===== config.mk =====
export PLATFORM = sky130hd
export DESIGN_NAME = i2c_design
export DESIGN_NICKNAME = d
export VERILOG_FILES = /design/src/rtl/i2c_pkg.sv /design/src/rtl/i2c_slave_mem.sv /design/src/rtl/i2c_design.sv
export SDC_FILE = /design/constraint.sdc
export NUM_CORES = 2
export LEC_CHECK = 0
export BUFFER_PORTS_ARGS = -buffer_cell sky130_fd_sc_hd__clkbuf_2
export CAP_MARGIN = 25
export CORE_ASPECT_RATIO = 1.25
export CORE_MARGIN = 2
export CORE_UTILIZATION = 58
export DETAILED_ROUTE_END_ITERATION = 8
export HOLD_SLACK_MARGIN = 0.08
export PLACE_DENSITY_LB_ADDON = 0.25
export SLEW_MARGIN = 20
export SYNTH_ARGS = -nofsm -noshare
export SYNTH_HDL_FRONTEND = slang
export SYNTH_SLANG_ARGS = --single-unit

===== constraint.sdc =====
create_clock -name clk -period 2.3 [get_ports clk]
set_input_delay 0.115 -clock clk [delete_from_list [all_inputs] [get_ports clk]]
set_output_delay 0.115 -clock clk [all_outputs]
set_load 0.03 [all_outputs]

===== src/rtl/i2c_pkg.sv =====
`default_nettype none
// ============================================================================
// Package  : i2c_pkg
// Brief    : Shared widths, bit-phase encoding and FSM state types for the
//            I2C loopback subsystem (master in i2c_design, slave in
//            i2c_slave_mem).
// Revision : 1.0 - initial release
// ============================================================================
package i2c_pkg;

    localparam int ADDR_W    = 7;
    localparam int DATA_W    = 8;
    localparam int MEM_DEPTH = 128;

    // One SCL bit is split into four equal quarter-phases
    typedef logic [1:0] phase_t;
    localparam phase_t c_PH0 = 2'd0;  // SCL low, SDA may change
    localparam phase_t c_PH1 = 2'd1;  // SCL released high
    localparam phase_t c_PH2 = 2'd2;  // SCL high, receiver samples at its end
    localparam phase_t c_PH3 = 2'd3;  // SCL driven low

    typedef enum logic [2:0] {
        M_IDLE  = 3'd0,
        M_START = 3'd1,
        M_ADDR  = 3'd2,
        M_AACK  = 3'd3,
        M_DATA  = 3'd4,
        M_DACK  = 3'd5,
        M_STOP  = 3'd6,
        M_DONE  = 3'd7
    } mst_state_t;

    typedef enum logic [2:0] {
        S_IDLE  = 3'd0,   // waiting for START
        S_ADDR  = 3'd1,   // shifting the address byte
        S_AACK  = 3'd2,   // pull SDA low at next SCL fall
        S_AHOLD = 3'd3,   // hold address ACK until its SCL fall
        S_WDATA = 3'd4,   // shifting write data
        S_WACK  = 3'd5,   // pull SDA low at next SCL fall
        S_WHOLD = 3'd6,   // hold data ACK until its SCL fall
        S_RDATA = 3'd7    // driving read data
    } slv_state_t;

endpackage
`default_nettype wire


===== src/rtl/i2c_slave_mem.sv =====
`default_nettype none
// ============================================================================
// Module   : i2c_slave_mem
// Brief    : Single-device I2C slave backed by a 128x8 register memory.
//            Acknowledges every address, stores written bytes and returns
//            stored bytes on reads. SDA output is open-drain style
//            (0 = pull low, 1 = release).
// Revision : 1.0 - initial release
// ============================================================================
module i2c_slave_mem (
    input  logic clk,
    input  logic rst,
    input  logic i_scl,
    input  logic i_sda,
    output logic o_sda
);
    import i2c_pkg::*;

    logic                r_scl_q;
    logic                r_sda_q;
    slv_state_t          r_state;
    logic [2:0]          r_bitcnt;
    logic [DATA_W-1:0]   r_shift;
    logic [ADDR_W-1:0]   r_addr;
    logic                r_rw;
    logic [DATA_W-1:0]   r_mem [MEM_DEPTH];

    logic                w_rise;
    logic                w_fall;
    logic                w_start;
    logic                w_stop;
    logic                w_mem_we;
    logic [DATA_W-1:0]   w_byte_in;
    logic [DATA_W-1:0]   w_rd_byte;

    assign w_rise    = i_scl & ~r_scl_q;
    assign w_fall    = ~i_scl & r_scl_q;
    assign w_start   = i_scl & r_scl_q & r_sda_q & ~i_sda;
    assign w_stop    = i_scl & r_scl_q & ~r_sda_q & i_sda;
    assign w_byte_in = {r_shift[DATA_W-2:0], i_sda};
    assign w_rd_byte = r_mem[r_addr];
    // The 8th data bit is committed straight from the bus, no extra cycle
    assign w_mem_we  = (r_state == S_WDATA) && w_rise && (r_bitcnt == 3'd7);

    // Slave protocol FSM: bus edge detection, byte shifting, ACK and read drive
    always_ff @(posedge clk) begin
        if (rst) begin
            r_scl_q  <= 1'b1;
            r_sda_q  <= 1'b1;
            r_state  <= S_IDLE;
            r_bitcnt <= 3'd0;
            r_shift  <= '0;
            r_addr   <= '0;
            r_rw     <= 1'b0;
            o_sda    <= 1'b1;
        end else begin
            r_scl_q <= i_scl;
            r_sda_q <= i_sda;
            if (w_start) begin
                // START anywhere, including repeated START mid-byte
                r_state  <= S_ADDR;
                r_bitcnt <= 3'd0;
                o_sda    <= 1'b1;
            end else if (w_stop) begin
                r_state <= S_IDLE;
                o_sda   <= 1'b1;
            end else begin
                case (r_state)
                    S_IDLE: begin
                        o_sda <= 1'b1;
                    end
                    S_ADDR: begin
                        if (w_rise) begin
                            r_shift  <= w_byte_in;
                            r_bitcnt <= r_bitcnt + 3'd1;
                            if (r_bitcnt == 3'd7) begin
                                r_addr  <= r_shift[ADDR_W-1:0];
                                r_rw    <= i_sda;
                                r_state <= S_AACK;
                            end
                        end
                    end
                    S_AACK: begin
                        if (w_fall) begin
                            o_sda   <= 1'b0;
                            r_state <= S_AHOLD;
                        end
                    end
                    S_AHOLD: begin
                        if (w_fall) begin
                            r_bitcnt <= 3'd0;
                            if (r_rw) begin
                                o_sda   <= w_rd_byte[DATA_W-1];
                                r_shift <= {w_rd_byte[DATA_W-2:0], 1'b0};
                                r_state <= S_RDATA;
                            end else begin
                                o_sda   <= 1'b1;
                                r_state <= S_WDATA;
                            end
                        end
                    end
                    S_WDATA: begin
                        if (w_rise) begin
                            r_shift  <= w_byte_in;
                            r_bitcnt <= r_bitcnt + 3'd1;
                            if (r_bitcnt == 3'd7) begin
                                r_state <= S_WACK;
                            end
                        end
                    end
                    S_WACK: begin
                        if (w_fall) begin
                            o_sda   <= 1'b0;
                            r_state <= S_WHOLD;
                        end
                    end
                    S_WHOLD: begin
                        if (w_fall) begin
                            o_sda   <= 1'b1;
                            r_state <= S_IDLE;
                        end
                    end
                    S_RDATA: begin
                        if (w_fall) begin
                            r_bitcnt <= r_bitcnt + 3'd1;
                            if (r_bitcnt == 3'd7) begin
                                // Last bit done: leave the ACK slot to the master
                                o_sda   <= 1'b1;
                                r_state <= S_IDLE;
                            end else begin
                                o_sda   <= r_shift[DATA_W-1];
                                r_shift <= {r_shift[DATA_W-2:0], 1'b0};
                            end
                        end
                    end
                    default: begin
                        r_state <= S_IDLE;
                    end
                endcase
            end
        end
    end

    // Register memory, cleared on reset, written when a data byte completes
    always_ff @(posedge clk) begin
        if (rst) begin
            for (int i = 0; i < MEM_DEPTH; i++) begin
                r_mem[i[ADDR_W-1:0]] <= '0;
            end
        end else if (w_mem_we) begin
            r_mem[r_addr] <= w_byte_in;
        end
    end

endmodule
`default_nettype wire


===== src/rtl/i2c_design.sv =====
`default_nettype none
// ============================================================================
// Module   : i2c_design
// Brief    : I2C loopback subsystem. Single-byte master, clock divider and
//            wired-AND SCL/SDA bus; the slave side lives in i2c_slave_mem.
// Options  : I2C_DBG_PORTS_EN - adds scl_o, sda_o, busy and ack_err outputs.
// Revision : 1.0 - initial release
// ============================================================================
module i2c_design #(
    parameter int DIV = 4
) (
    input  logic       clk,
    input  logic       rst,
    input  logic       newd,
    input  logic       wr,
    input  logic [7:0] wdata,
    input  logic [6:0] addr,
    output logic [7:0] rdata,
    output logic       done
`ifdef I2C_DBG_PORTS_EN
    ,
    output logic       scl_o,
    output logic       sda_o,
    output logic       busy,
    output logic       ack_err
`endif
);
    import i2c_pkg::*;

    mst_state_t          r_state;
    phase_t              r_phase;
    logic [7:0]          r_cnt;
    logic [2:0]          r_bit;
    logic [DATA_W-1:0]   r_shift;
    logic [DATA_W-1:0]   r_wdata;
    logic [DATA_W-1:0]   r_rx;
    logic                r_rw;
    logic                r_scl;
    logic                r_sda;
    logic                r_newd_q;

    logic                w_tick;
    logic                w_newd_rise;
    logic                w_scl;
    logic                w_sda;
    logic                w_sda_s;

    assign w_tick      = (r_cnt == 8'(DIV - 1));
    assign w_newd_rise = newd & ~r_newd_q;

    // Open-drain bus: any agent pulling low wins, otherwise pulled up
    assign w_scl = r_scl;
    assign w_sda = r_sda & w_sda_s;

    i2c_slave_mem u_slave (
        .clk   (clk),
        .rst   (rst),
        .i_scl (w_scl),
        .i_sda (w_sda),
        .o_sda (w_sda_s)
    );

    // Master FSM: quarter-phase divider, SCL/SDA generation and read capture
    always_ff @(posedge clk) begin
        if (rst) begin
            r_state  <= M_IDLE;
            r_phase  <= c_PH0;
            r_cnt    <= 8'd0;
            r_bit    <= 3'd0;
            r_shift  <= '0;
            r_wdata  <= '0;
            r_rx     <= '0;
            r_rw     <= 1'b0;
            r_scl    <= 1'b1;
            r_sda    <= 1'b1;
            r_newd_q <= 1'b0;
            rdata    <= '0;
            done     <= 1'b0;
        end else begin
            r_newd_q <= newd;
            done     <= 1'b0;
            case (r_state)
                M_IDLE: begin
                    if (w_newd_rise) begin
                        r_state <= M_START;
                        r_cnt   <= 8'd0;
                        r_phase <= c_PH0;
                        r_bit   <= 3'd0;
                        r_shift <= {addr, ~wr};
                        r_wdata <= wdata;
                        r_rw    <= ~wr;
                        r_scl   <= 1'b1;
                        r_sda   <= 1'b1;
                    end
                end
                M_DONE: begin
                    done    <= 1'b1;
                    if (r_rw) begin
                        rdata <= r_rx;
                    end
                    r_state <= M_IDLE;
                end
                default: begin
                    if (!w_tick) begin
                        r_cnt <= r_cnt + 8'd1;
                    end else begin
                        r_cnt   <= 8'd0;
                        r_phase <= r_phase + 2'd1;
                        case (r_phase)
                            c_PH0: begin
                                r_scl <= 1'b1;
                            end
                            c_PH1: begin
                                // START/STOP are the only SDA moves with SCL high
                                if (r_state == M_START) begin
                                    r_sda <= 1'b0;
                                end else if (r_state == M_STOP) begin
                                    r_sda <= 1'b1;
                                end
                            end
                            c_PH2: begin
                                if (r_state != M_STOP) begin
                                    r_scl <= 1'b0;
                                end
                                if (r_state == M_DATA && r_rw) begin
                                    r_rx <= {r_rx[DATA_W-2:0], w_sda};
                                end
                            end
                            default: begin
                                // End of bit: move on and present the next SDA value
                                case (r_state)
                                    M_START: begin
                                        r_state <= M_ADDR;
                                        r_bit   <= 3'd0;
                                        r_sda   <= r_shift[DATA_W-1];
                                        r_shift <= {r_shift[DATA_W-2:0], 1'b0};
                                    end
                                    M_ADDR: begin
                                        if (r_bit == 3'd7) begin
                                            r_state <= M_AACK;
                                            r_sda   <= 1'b1;
                                        end else begin
                                            r_bit   <= r_bit + 3'd1;
                                            r_sda   <= r_shift[DATA_W-1];
                                            r_shift <= {r_shift[DATA_W-2:0], 1'b0};
                                        end
                                    end
                                    M_AACK: begin
                                        r_state <= M_DATA;
                                        r_bit   <= 3'd0;
                                        if (r_rw) begin
                                            r_sda <= 1'b1;
                                        end else begin
                                            r_sda   <= r_wdata[DATA_W-1];
                                            r_shift <= {r_wdata[DATA_W-2:0], 1'b0};
                                        end
                                    end
                                    M_DATA: begin
                                        if (r_bit == 3'd7) begin
                                            // Write: release for slave ACK; read: NACK
                                            r_state <= M_DACK;
                                            r_sda   <= 1'b1;
                                        end else begin
                                            r_bit <= r_bit + 3'd1;
                                            if (r_rw) begin
                                                r_sda <= 1'b1;
                                            end else begin
                                                r_sda   <= r_shift[DATA_W-1];
                                                r_shift <= {r_shift[DATA_W-2:0], 1'b0};
                                            end
                                        end
                                    end
                                    M_DACK: begin
                                        r_state <= M_STOP;
                                        r_sda   <= 1'b0;
                                    end
                                    M_STOP: begin
                                        r_state <= M_DONE;
                                    end
                                    default: begin
                                        r_state <= M_IDLE;
                                    end
                                endcase
                            end
                        endcase
                    end
                end
            endcase
        end
    end

`ifdef I2C_DBG_PORTS_EN
    logic r_nack;

    assign scl_o = w_scl;
    assign sda_o = w_sda;
    assign busy  = (r_state != M_IDLE);

    // ACK monitor; on reads the data ACK slot belongs to the master's NACK
    always_ff @(posedge clk) begin
        if (rst) begin
            r_nack  <= 1'b0;
            ack_err <= 1'b0;
        end else if (r_state == M_IDLE && w_newd_rise) begin
            r_nack  <= 1'b0;
            ack_err <= 1'b0;
        end else if (w_tick && r_phase == c_PH2 &&
                     (r_state == M_AACK || (r_state == M_DACK && !r_rw))) begin
            r_nack <= r_nack | w_sda;
        end else if (r_state == M_DONE) begin
            ack_err <= r_nack;
        end
    end
`endif

endmodule
`default_nettype wire


; ---- Word-level counts from Yosys, hierarchy flattened
; Memories as Yosys holds them, arrays and structs flattened. A register that Yosys moved wholly into a read port is not among the register bits.
; Index checks and enable logic that the tools add are counted.
[op_classes]
add_sub_neg = 4
eq_ne = 57
reduce_logical = 42
bitwise = 19
mux = 84
[ops]
columns = operator, count
row1 = 2-to-1 mux 8 bit, 15
row2 = 2-to-1 mux 3 bit, 21
row3 = "!= test 4 x 1 -> 1 bit, second input constant", 10
row4 = one-hot mux 8 bit (2 select lines), 2
row5 = one-hot mux 8 bit (4 select lines), 1
row6 = "== test 3 bit, second input constant", 10
row7 = "!= test 2 x 1 -> 1 bit, second input constant", 14
row8 = 2-to-1 mux 1 bit, 25
row9 = AND reduction 5 bit, 5
row10 = one-hot mux 8 bit (3 select lines), 1
row11 = AND reduction 11 bit, 2
row12 = 2-to-1 mux 7 bit, 3
row13 = one-hot mux 3 bit (7 select lines), 1
row14 = one-hot mux 3 bit (2 select lines), 3
row15 = one-hot mux 3 bit (6 select lines), 1
row16 = nonzero test 7 bit, 2
row17 = OR reduction 2 bit, 7
row18 = "== test 3 x 2 -> 1 bit, second input constant", 4
row19 = "!= test 3 x 2 -> 1 bit, second input constant", 4
row20 = AND reduction 6 bit, 2
row21 = nonzero test 3 bit, 4
row22 = inverter 1 bit, 10
row23 = one-hot mux 1 bit (5 select lines), 2
row24 = nonzero test 5 bit, 2
row25 = other kinds (30), 55
[word_totals]
output_inout_bits = 9
word_cells = 229
reg_bits = 78
mem_bits_rw = 1024
n_memories = 1
[mem_list]
columns = memory, words, width, rd, rd_ports_with_merged_regs, wr, line
row1 = u_slave.r_mem, 128, 8, 1, 1, 128, i2c_slave_mem.sv:26  ; logic [DATA_W-1:0] r_mem [MEM_DEPTH];

; ---- Depth between registers and ports, before layout
[depth]
depth_word = 9
ltp_mapped = 11
mapped_depth_nobuf = 8

; ---- Hierarchy
; A second synthesis with hierarchy kept.
[unflattened]
cells_unflattened = 3661
hier_area_um2 = 51544.4
[modules_own_cells]
columns = mod, instances, cells_each, seq_area_each_um2, area_each_um2
row1 = i2c_slave_mem, 1, 3339, 31390.1, 48861.9
row2 = i2c_design, 1, 322, 1061.0, 2682.6

; ---- Worst setup path before layout
; OpenSTA, ideal clock, no wires.
[synth_timing]
path_kind = register to register
start = register u_slave.r_bitcnt[0]
end = memory u_slave.r_mem[71][0], enable pin
setup_slack_ns = -0.095
t_required_ns = 1.991
n_path_buf = 1
path_stages_with_launch = 9
setup_time_ns = 0.309
t_arrival_ns = 2.086
cell_sequence = dfxtp_1 -> ha_1 -> ha_1 -> nand3b_1 -> nor4b_2 -> nand3_1 -> buf_2 -> nor2_1 -> or2_2
[synth_rtl]
columns = element, line
row1 = start: declaration, i2c_slave_mem.sv:22  ; logic [2:0] r_bitcnt;
row2 = start signal: assignment, i2c_slave_mem.sv:75  ; r_bitcnt <= r_bitcnt + 3'd1;
row3 = start signal: assignment, i2c_slave_mem.sv:105  ; r_bitcnt <= r_bitcnt + 3'd1;
row4 = start signal: assignment, i2c_slave_mem.sv:125  ; r_bitcnt <= r_bitcnt + 3'd1;
row5 = end: declaration, i2c_slave_mem.sv:26

==> results.txt <==
Status: finished with violations
Failing checks: DRC, setup timing
Crit-path cells: buf_12 -> buf_4 -> mux4_2 -> a221oi_2 -> o21a_1 -> a31oi_1 -> a41o_1 -> a31o_1
Final setup fails: 386
Post-synthesis adder-cell area fraction: 0.455%
First-pass GRT wire length: 208000 um
CP peak stage delay: 0.52 ns
GPL Wtd Cong: 0.968
Die Y: 338 um
Port Buffer Count: 27
Commonest register cell after synthesis: edfxtp_1
Via/cell ratio: 6.25
Cell family with most CP delay: compound AO/OA/AOI/OAI gates
Yosys warning total: 0
Worst Max-Slew Pin Slew: 0.949 ns
Power density over the cells: 707 nW/um^2
Peak supply drop: 597 uV
Vias in the first global route: 33.7k
Worst EP arrival: 3.05 ns
Netlist cell types: 67
Post-layout util: 69.6%
Max Cap Viol: 0
Area of the core: 88400 um^2
Reg clk slew, reported paths: 0.06 ns
Hold depth: 3
Clk buf depth: 3
Layout Cells excl Fill: 5231
Sequential fraction of the synthesis area: 62.8%
Critical R2R Capture: u_slave.r_shift[2]$_SDFFE_PP0P_
Avg Inst Size Synth: 14.2 um^2
Gr ovfl total: 0
Post-route setup slack: -0.154 ns
Final Skew: 0.0369 ns
Compound-cell area share of the yosys netlist: 3.71%
Setup TNS: -21.11 ns
Tot Pwr: 0.0435 W
Area Overhead vs Synth: 19.0%
CP required: 2.90 ns
Htree depth: 3
Worst path slowest cell: mux4_2
DRT antenna net count: 0
Fin. max-slew vios: 0
Pleak: 22.0 nW
Num ports: 28
Antenna cells: 0
# placed instances: 4951
Ratio of final minimum period to clock period: 107%
Post-Synth Simple-Gate Area: 17.7%
Drt total wl: 142000 um
Endpoints failing hold: 0
CP Max Fanout: 6
Detailed-route DRC error count: 1
Startpoint class of the critical path: register
Syn Std Cell Area: 51700 um^2
WL/cell: 27.2 um
# rows: 122
Clock root buffer master: clkbuf_16
Initial DRC Count: 3652
F_max: 407 MHz
Initial antenna violation count: 0
Minimum clock period: 2.45 ns
Relative slew slack: 36.7%
Share of layout cells above drive strength 1: 29.7%
Reg2Reg Setup Slack: -0.15 ns
TritonRoute pass-1 iters: 8
RSZ-0062 raised after global routing: yes
WHS Endpoint: r_rw$_SDFFE_PP0P_
HPWL Detailed: 90900 um
DIE AREA: 91500 um^2
Largest net degree at the start of global routing: 154
Worst skew pair latency: 0.71 ns
Reg2Reg Depth: 8
Ys async rst share: 0%
All-layer global routing usage: 30.5%
Largest family of logic cells by synthesized area: simple AND/OR/NAND/NOR gates
Yosys reg bits: 1109
Hold Path Class: input pin to register
CTS tree: yes
Hold Crit Start: wr
Synthesized net count: 3682
Post-synth EDFFs: 1024
CP endpoint kind: register
Vias: 32.7k
Xor/xnor share of the synthesized area: 0%
TritonCTS Sinks: 1109
WP buf/inv: 2
Initial core utilization: 58.5%
Crit Path Category: register to register
Multiplexer share of the synthesized area: 12.5%
Count of nets after finishing: 4004
Cts bufs inserted: 106
Post-Synthesis Cells: 3645
Die Wd: 271 um
-- synth_stat cells, types with 9 or more instances --
cell type  number  share of area, %
edfxtp_1     1024                60
nor2b_1        26              0.31
clkbuf_1      201               1.5
and3_1         11              0.13
mux4_1         16              0.81
inv_1          13             0.094
nand3b_1       13              0.19
nand2_1        81              0.59
buf_2          32              0.31
buf_6          12              0.26
o21ai_0        34              0.33
o22ai_1        16              0.19
nor3_1        142               1.4
o21a_1          9              0.13
or2_2         130               1.6
buf_4          25              0.36
a21oi_1        47              0.46
mux4_2        220               9.6
mux2i_1       105               2.0
a221oi_1        9              0.15
ha_1           18              0.44
nand2b_1       16              0.19
and2_1        905                11
nand4_1        17              0.21
a22oi_1        69               1.0
a31oi_1        16              0.19
nor2_1        200               1.5
dfxtp_1        85               3.3
a211oi_1       21              0.31
nor2_2          9              0.11
nand3_1        32              0.31
-- per-stage QoR --
step                      worst slack (ns)  hold WS (ns)  instance area, um^2
after detailed placement            -0.430         0.324                55700
after floorplan                    -0.0458         0.211                51900
after CTS                           -0.130         0.146                60500
after global routing                -0.187         0.170                61500
final                               -0.154         0.173                61500
after global placement               -1.04         0.327                55700
-- flip-flops by register name, indices dropped and copies added, names as in the netlist, 2 cells and up, named ones only --
signal	flops
u_slave.r_mem	1024
r_cnt	8
r_rx	8
r_shift	8
r_wdata	8
rdata	8
u_slave.r_shift	8
u_slave.r_addr	7
r_bit	3
r_state	3
u_slave.r_bitcnt	3
u_slave.r_state	3
r_phase	2
-- cell usage in the layout (no fill, tap or decap), types with 70 or more instances in the layout --
| cell | n |
|---|---|
| clkbuf_16 | 120 |
| mux2i_1 | 96 |
| and2_1 | 897 |
| nor2_1 | 119 |
| nor3_1 | 137 |
| edfxtp_1 | 1024 |
| mux4_2 | 223 |
| buf_4 | 329 |
| or2_2 | 70 |
| nand2_1 | 72 |
-- cells by family (layout without fill, tap and decap cells) --
| group | Yosys count | in the layout |
|---|---|---|
| adder cells (fa/ha/maj) | 19 | 19 |
| AND/OR/NAND/NOR | 1598 | 1598 |
| buffers and inverters | 299 | 707 |
| multiplexers | 346 | 346 |
| flip-flops | 1109 | 1109 |
| AO/OA/AOI/OAI | 274 | 274 |
-- where the power goes --
part | total, W | switching [W] | internal, W
sequential | 0.0230 | 0.000347 | 0.0227
clock | 0.0172 | 0.00758 | 0.00960
combinational | 0.00329 | 0.00198 | 0.00131
-- worst max-delay path by stage --
stage / from / depth (start not counted) / slack (ns) / to
global placement: register / 10 / -1.04 / u_slave.r_shift[7]$_SDFFE_PP0P_
detailed placement: register / 11 / -0.43 / u_slave.r_shift[2]$_SDFFE_PP0P_
CTS: register / 10 / -0.13 / u_slave.r_shift[7]$_SDFFE_PP0P_
floorplan: u_slave.r_bitcnt[0]$_SDFFE_PP0P_ / 8 / -0.05 / u_slave.r_mem[126][0]$_SDFFCE_PN0P_
finish: register / 8 / -0.15 / u_slave.r_shift[2]$_SDFFE_PP0P_
global route: u_slave.r_bitcnt[1]$_SDFFE_PP0P_ / 10 / -0.19 / u_slave.r_mem[127][5]$_SDFFCE_PN0P_
-- what timing repair did --
action                                  4_1_cts  5_1_grt
cloned                                       10       12
hold buffers                                 22        0
resized for setup                           196      125
buffers inserted                             23       21
endpoints found under the hold margin       121        0
endpoints found under the setup margin     1404     1555
pin swaps                                    45       41
-- layer usage --
layer	track usage [%]	vias up	share of wire (%)
li1	-	14100	-
met1	37.2	16400	35
met2	52.5	1788	50
met3	4.83	411	8.4
met4	16.4	0	6.2
met5	0	-	0
-- worst min-delay path: stages --
cell and delay, ns:
dlygate4sd3_1 0.53, clkbuf_2 0.12, a211oi_1 0.06
-- layout make-up --
cell class | count | area [um^2]
sequential | 1109 | 32500
fill | 5655 | 26900
multi-input combinational | 2237 | 19000
timing repair buffer | 500 | 5160
clock buffer | 132 | 2790
tap | 1178 | 1470
clock inverter | 62 | 558
inverter | 13 | 48.8
Note: power is estimated with default switching activity, not from simulation.
